**config.mk**
```make
export PLATFORM = sky130hd
export DESIGN_NAME = pipe_hazard_ctrl
export DESIGN_NICKNAME = d
export VERILOG_FILES = /design/src/rtl/pipe_hazard_ctrl.sv
export SDC_FILE = /design/constraint.sdc
export NUM_CORES = 1
export LEC_CHECK = 0
export BUFFER_PORTS_ARGS = -buffer_cell sky130_fd_sc_hd__clkbuf_2
export CAP_MARGIN = 20
export CORE_ASPECT_RATIO = 0.7
export CORE_MARGIN = 2
export CORE_UTILIZATION = 39
export DETAILED_ROUTE_END_ITERATION = 12
export PLACE_DENSITY = 0.74
export SLEW_MARGIN = 20
export SYNTH_ARGS = -nofsm -noshare
export SYNTH_HDL_FRONTEND = slang
export SYNTH_SLANG_ARGS = --single-unit
export TNS_END_PERCENT = 5
```
**constraint.sdc**
```tcl
create_clock -name clk -period 2.7 [get_ports clk]
set_input_delay 0.54 -clock clk [delete_from_list [all_inputs] [get_ports clk]]
set_output_delay 0.54 -clock clk [all_outputs]
set_load 0.1 [all_outputs]
```
**src/rtl/pipe_hazard_ctrl.sv**
```systemverilog
`default_nettype none
// ============================================================================
// Module   : pipe_hazard_ctrl
// Brief    : Pipeline stall/flush/redirect controller with multicycle-unit
//            sequencing and deferred exception redirect.
// Revision : 1.0
// ============================================================================
module pipe_hazard_ctrl #(
    parameter int          NSTAGE   = 5,
    parameter int          NMC      = 2,
    parameter int          LOAD_LAT = 1,
    parameter logic [31:0] EXC_VEC  = 32'hBFC00380
) (
    input  logic              clk,
    input  logic              rst,
    input  logic [4:0]        id_rs,
    input  logic [4:0]        id_rt,
    input  logic              ex_rmem,
    input  logic [4:0]        ex_rt,
    input  logic              mem_rmem,
    input  logic [4:0]        mem_rt,
    input  logic [NMC-1:0]    mc_req,
    input  logic [NMC-1:0]    mc_ready,
    output logic [NMC-1:0]    mc_start,
    output logic              mc_abort,
    input  logic              stallreq_if,
    input  logic              stallreq_mem,
    input  logic              id_branch_stall,
    input  logic [31:0]       mem_excepttype,
    input  logic [31:0]       mem_cp0_epc,
    output logic [NSTAGE-1:0] stall,
    output logic [NSTAGE-1:0] flush,
    output logic              redirect_valid,
    output logic [31:0]       redirect_pc,
    output logic              mc_busy
);

    localparam int          c_sel_w     = (NMC > 1) ? $clog2(NMC) : 1;
    localparam logic [31:0] c_eret_code = 32'h0000000E;

    typedef enum logic [1:0] {
        S_IDLE = 2'd0,
        S_WAIT = 2'd1,
        S_DONE = 2'd2
    } mc_state_t;

    mc_state_t          state_q;
    logic [c_sel_w-1:0] sel_q;
    logic               pend_q;
    logic [31:0]        pend_pc_q;

    logic               w_lu_ex;
    logic               w_lu_mem;
    logic               w_lu;
    logic               w_exc;
    logic               w_release;
    logic               w_exc_now;
    logic               w_flush_all;
    logic               w_mc_hold;
    logic               w_start_ok;
    logic               w_stall_front;
    logic               w_stall_back;
    logic [31:0]        w_exc_pc;
    logic [NMC-1:0]     w_start_oh;
    logic [c_sel_w-1:0] w_start_idx;

    assign w_lu_ex  = ex_rmem && (ex_rt != 5'd0) && ((ex_rt == id_rs) || (ex_rt == id_rt));
    assign w_lu_mem = (LOAD_LAT == 2) && mem_rmem && (mem_rt != 5'd0) &&
                      ((mem_rt == id_rs) || (mem_rt == id_rt));
    assign w_lu     = w_lu_ex || w_lu_mem;

    assign w_exc       = |mem_excepttype;
    assign w_exc_pc    = (mem_excepttype == c_eret_code) ? mem_cp0_epc : EXC_VEC;
    // A latched exception owns the redirect; newer ones are dropped until it retires.
    assign w_release   = pend_q && !stallreq_mem;
    assign w_exc_now   = w_exc && !stallreq_mem && !pend_q;
    assign w_flush_all = !rst && (w_release || w_exc_now);

    always_comb begin
        w_start_oh  = '0;
        w_start_idx = '0;
        for (int i = NMC - 1; i >= 0; i--) begin
            if (mc_req[i]) begin
                w_start_oh    = '0;
                w_start_oh[i] = 1'b1;
                w_start_idx   = c_sel_w'(i);
            end
        end
    end

    assign w_start_ok    = !rst && (state_q == S_IDLE) && (|mc_req) && !w_exc && !pend_q;
    assign w_mc_hold     = ((state_q == S_IDLE) && (|mc_req)) || (state_q == S_WAIT);
    assign w_stall_front = w_lu || id_branch_stall || stallreq_if || w_mc_hold || stallreq_mem;
    assign w_stall_back  = w_mc_hold || stallreq_mem;

    always_comb begin
        stall = '0;
        flush = '0;
        if (!rst) begin
            if (w_flush_all) begin
                flush = '1;
            end else begin
                flush[2]   = w_lu;
                flush[4]   = stallreq_mem;
                stall[1:0] = {2{w_stall_front}};
                stall[3:2] = {2{w_stall_back}};
                stall      = stall & ~flush;
            end
        end
    end

    assign mc_start       = w_start_ok ? w_start_oh : '0;
    assign mc_abort       = w_flush_all && (state_q != S_IDLE);
    assign mc_busy        = (state_q != S_IDLE);
    assign redirect_valid = w_flush_all;
    assign redirect_pc    = w_flush_all ? (pend_q ? pend_pc_q : w_exc_pc) : 32'h0;

    always_ff @(posedge clk or posedge rst) begin
        if (rst) begin
            state_q   <= S_IDLE;
            sel_q     <= '0;
            pend_q    <= 1'b0;
            pend_pc_q <= 32'h0;
        end else begin
            if (w_release) begin
                pend_q <= 1'b0;
            end else if (!pend_q && w_exc && stallreq_mem) begin
                pend_q    <= 1'b1;
                pend_pc_q <= w_exc_pc;
            end

            case (state_q)
                S_IDLE: begin
                    if (w_start_ok) begin
                        sel_q   <= w_start_idx;
                        state_q <= S_WAIT;
                    end
                end
                S_WAIT: begin
                    if (w_flush_all)
                        state_q <= S_IDLE;
                    else if (mc_ready[sel_q])
                        state_q <= S_DONE;
                end
                S_DONE:  state_q <= S_IDLE;
                default: state_q <= S_IDLE;
            endcase
        end
    end

endmodule
`default_nettype wire

```
==> results.cfg <==
[logic_synthesis]
syn-num-nets = 398
synth_common_cells = 73 x nand2_1, 36 x dfrtp_1, 33 x o21ai_0
synth_top_area_frac = 0.396
synth_cells = 303
netlist_area_um2 = 2280
ys.flop_type = dfrtp_1
yosys-top-cells-area = dfrtp_1 40%, nand2_1 12%, o21ai_0 7.3%, a21oi_1 5.1%, nand3_1 5.1%
yosysSeqAreaShare = 0.396
synth_cell_types = 32
yosys_warnings = 0
yosys.area.top_type = dfrtp_1
async_flop_share = 1.00
synth_seq_cells = 36
synth_most_common_cell = nand2_1
syn_avg_cell_area_um2 = 7.52
synth_edf_count = 0

[place]
port_buffers = 134
gp_congestion = 0.769
dp_hpwl_um = 5740
place_inst = 513
place_area_um2 = 4020

[drt]
via_per_inst = 5.18
via_count = 2738
first_pass_iters = 4
drc = 0
ant_nets = 0
drt-initial-drc-count = 129
wl_per_cell_um = 15.0
detail_route.wirelength_um = 7940

[floorplan]
die_w_um = 95.3
ios = 142
core_area_um2 = 5670
start_util = 0.402
fp-row-count = 23
die_h_um = 67.9
dieArea_um2 = 6480

[status]
status = finished, violations left
violations = setup timing

[timing]
grt_setup_unrepaired = yes
finalClockSkew_ns = 0.00311
max_slew_margin = 0.642
period_minus_slack_ns = 2.78
hold_viol_final = 0
final.period_utilization = 1.03
worst_slew_pin_slew_ns = 0.539
setup_viol = 39
setup_tns_ns = -1.79
setup_ws_ns = -0.0843
finalMaxSlewViolations = 0
fmax_mhz = 359

[power_and_ir_drop]
clock_power_share = 0.271
power_density_nw_per_um2 = 332
design_power_total_mw = 1.48
swShare = 0.354
irDropWorstVdd_mv = 0.185
seq_power_share = 0.387
switchingPower_mw = 0.526
p_comb_frac = 0.342
internal_power_mw = 0.958
leakage_nw = 1.88

[worst_setup_path]
critPathCaptureType = output port
crit_arrival_ns = 2.24
worstSetupPathType = in2out
crit_fanout = 9
crit_required_ns = 2.16
cp-start-kind = primary input

[cells_and_area]
regArea_um2 = 901
nNetsFinal = 548
syn2layout_area_growth_pct = 96.4
final_cell_count_no_fill = 529
fill_cells = 359
antenna_cells = 0
fin_area_um2 = 4470
multiInputGateArea_um2 = 1590
drive_gt1_frac = 0.544

[flow_run]
cap_violations = 0

[global_routing]
grt-ovfl-total = 0
grt_usage = 0.240
grt_max_degree = 39
grt_first_pass_wirelength_um = 12000
grt_pass1_vias = 2668
antenna_found_initial = 0

[clock_network]
path_clk_slew_ns = 0.07
clockBufferDepth = 2
cts_max_level = 2
cts.sinks = 36
cts-root-buf = clkbuf_8
cts_hold_buf = 0
worstSkewPairLatency_ns = 0.29
cts_buffers = 5
cts_tree = yes

[worst_hold_path]
hp-class = reg2reg
[stage by stage]
stage | worst slack (ns) | utilization | hold slack (ns)
floorplan | -0.685 | - | 0.442
global placement | -0.178 | 0.708 | 0.455
detailed placement | -0.239 | 0.708 | 0.466
CTS | -0.0898 | 0.743 | 0.476
global route | -0.216 | 0.789 | 0.497
finish | -0.0843 | 0.789 | 0.478
[per-layer routing]
layer / GRT usage / vias to the layer above / share of wire / wire, um
met5: 0 / - / 0 / 0
met4: 0.0779 / 0 / 0.016 / 128
met3: 0.0529 / 11 / 0.060 / 475
met2: 0.453 / 106 / 0.53 / 4200
met1: 0.271 / 1283 / 0.40 / 3140
li1: - / 1338 / - / -
[critical path: stages]
cell	delay, ns
clkbuf_2	0.09
nor4_2	0.27
nand4_1	0.14
buf_6	0.16
nor4_4	0.25
or3_4	0.27
buf_6	0.14
clkbuf_16	0.16
a21oi_2	0.05
buf_12	0.17
[worst paths after layout]
path,start,endpoint,slack (ns),depth (start not counted)
max,mem_excepttype[21],redirect_pc[16],-0.08,10
min in group asynchronous,rst,pend_pc_q[7]$_DFFE_PP0P_,0.57,4
max reg2reg,pend_q$_DFFE_PP0P_,state_q[0]$_DFFE_PP0P_,0.82,7
max in group asynchronous,rst,state_q[0]$_DFFE_PP0P_,1.80,4
min,state_q[1]$_DFFE_PP0P_,state_q[1]$_DFFE_PP0P_,0.48,1
min reg2reg,state_q[1]$_DFFE_PP0P_,state_q[1]$_DFFE_PP0P_,0.48,1
[area by class of cell]
cell class              count  share of cell area
inverters                   5             0.00699
flip-flops and latches     36               0.201
repair buffers            169               0.393
clock inverters             1             0.00168
multi-input cells         236               0.356
well taps                  75              0.0210
clock buffers               7              0.0193
[cells by family after synthesis]
kind of cell,after synthesis,share of synthesized area
other,1,0.00165
AND/OR/NAND/NOR,151,0.306
flip-flops,36,0.396
multiplexers,2,0.00934
AO/OA/AOI/OAI,72,0.182
XOR/XNOR,10,0.0385
buffers and inverters,31,0.0670
[what timing repair did]
item,in CTS,in global routing
gates resized for setup,24,30
pin swaps,4,16
setup endpoints to repair,44,44
setup buffers,2,3
gates cloned,0,3
endpoints found under the hold margin,0,0
[power groups by stage]
stage / Clock, mW / Combinational, mW / Sequential, mW
after floorplan: 0 / 0.280 / 0.579
after global placement: 0 / 0.471 / 0.581
after detailed placement: 0 / 0.481 / 0.582
after CTS: 0.412 / 0.490 / 0.573
after global routing: 0.437 / 0.536 / 0.576
final: 0.402 / 0.508 / 0.573
[flip-flops by register name (all words and copies together), names as in the netlist]
signal,count
sel_q,1
pend_q,1
state_q,2
pend_pc_q,32
[layout by cell type, fill, tap and decap left out, types with 2 or more instances in the layout]
| cell type | Yosys | routed |
|---|---|---|
| o21ai_0 | 33 | 33 |
| nand3_2 | 0 | 4 |
| a21oi_1 | 23 | 3 |
| or3_1 | 4 | 2 |
| and2_4 | 0 | 3 |
| nor3_1 | 5 | 3 |
| buf_4 | 7 | 21 |
| a211oi_2 | 0 | 11 |
| nor2_4 | 0 | 11 |
| clkbuf_2 | 0 | 89 |
| nand4_1 | 2 | 2 |
| nand2_1 | 73 | 73 |
| nor4_2 | 2 | 4 |
| clkbuf_16 | 0 | 3 |
| nand3_1 | 23 | 19 |
| xnor2_1 | 4 | 4 |
| buf_6 | 0 | 4 |
| dfrtp_1 | 36 | 36 |
| nor3_4 | 0 | 2 |
| clkbuf_8 | 0 | 6 |
| nor2_1 | 28 | 16 |
| a21oi_2 | 0 | 20 |
| inv_1 | 3 | 2 |
| buf_12 | 0 | 51 |
| or3_4 | 0 | 2 |
| nor4_4 | 0 | 4 |
| xor2_1 | 6 | 6 |
Power figures use the tool's default switching activity.
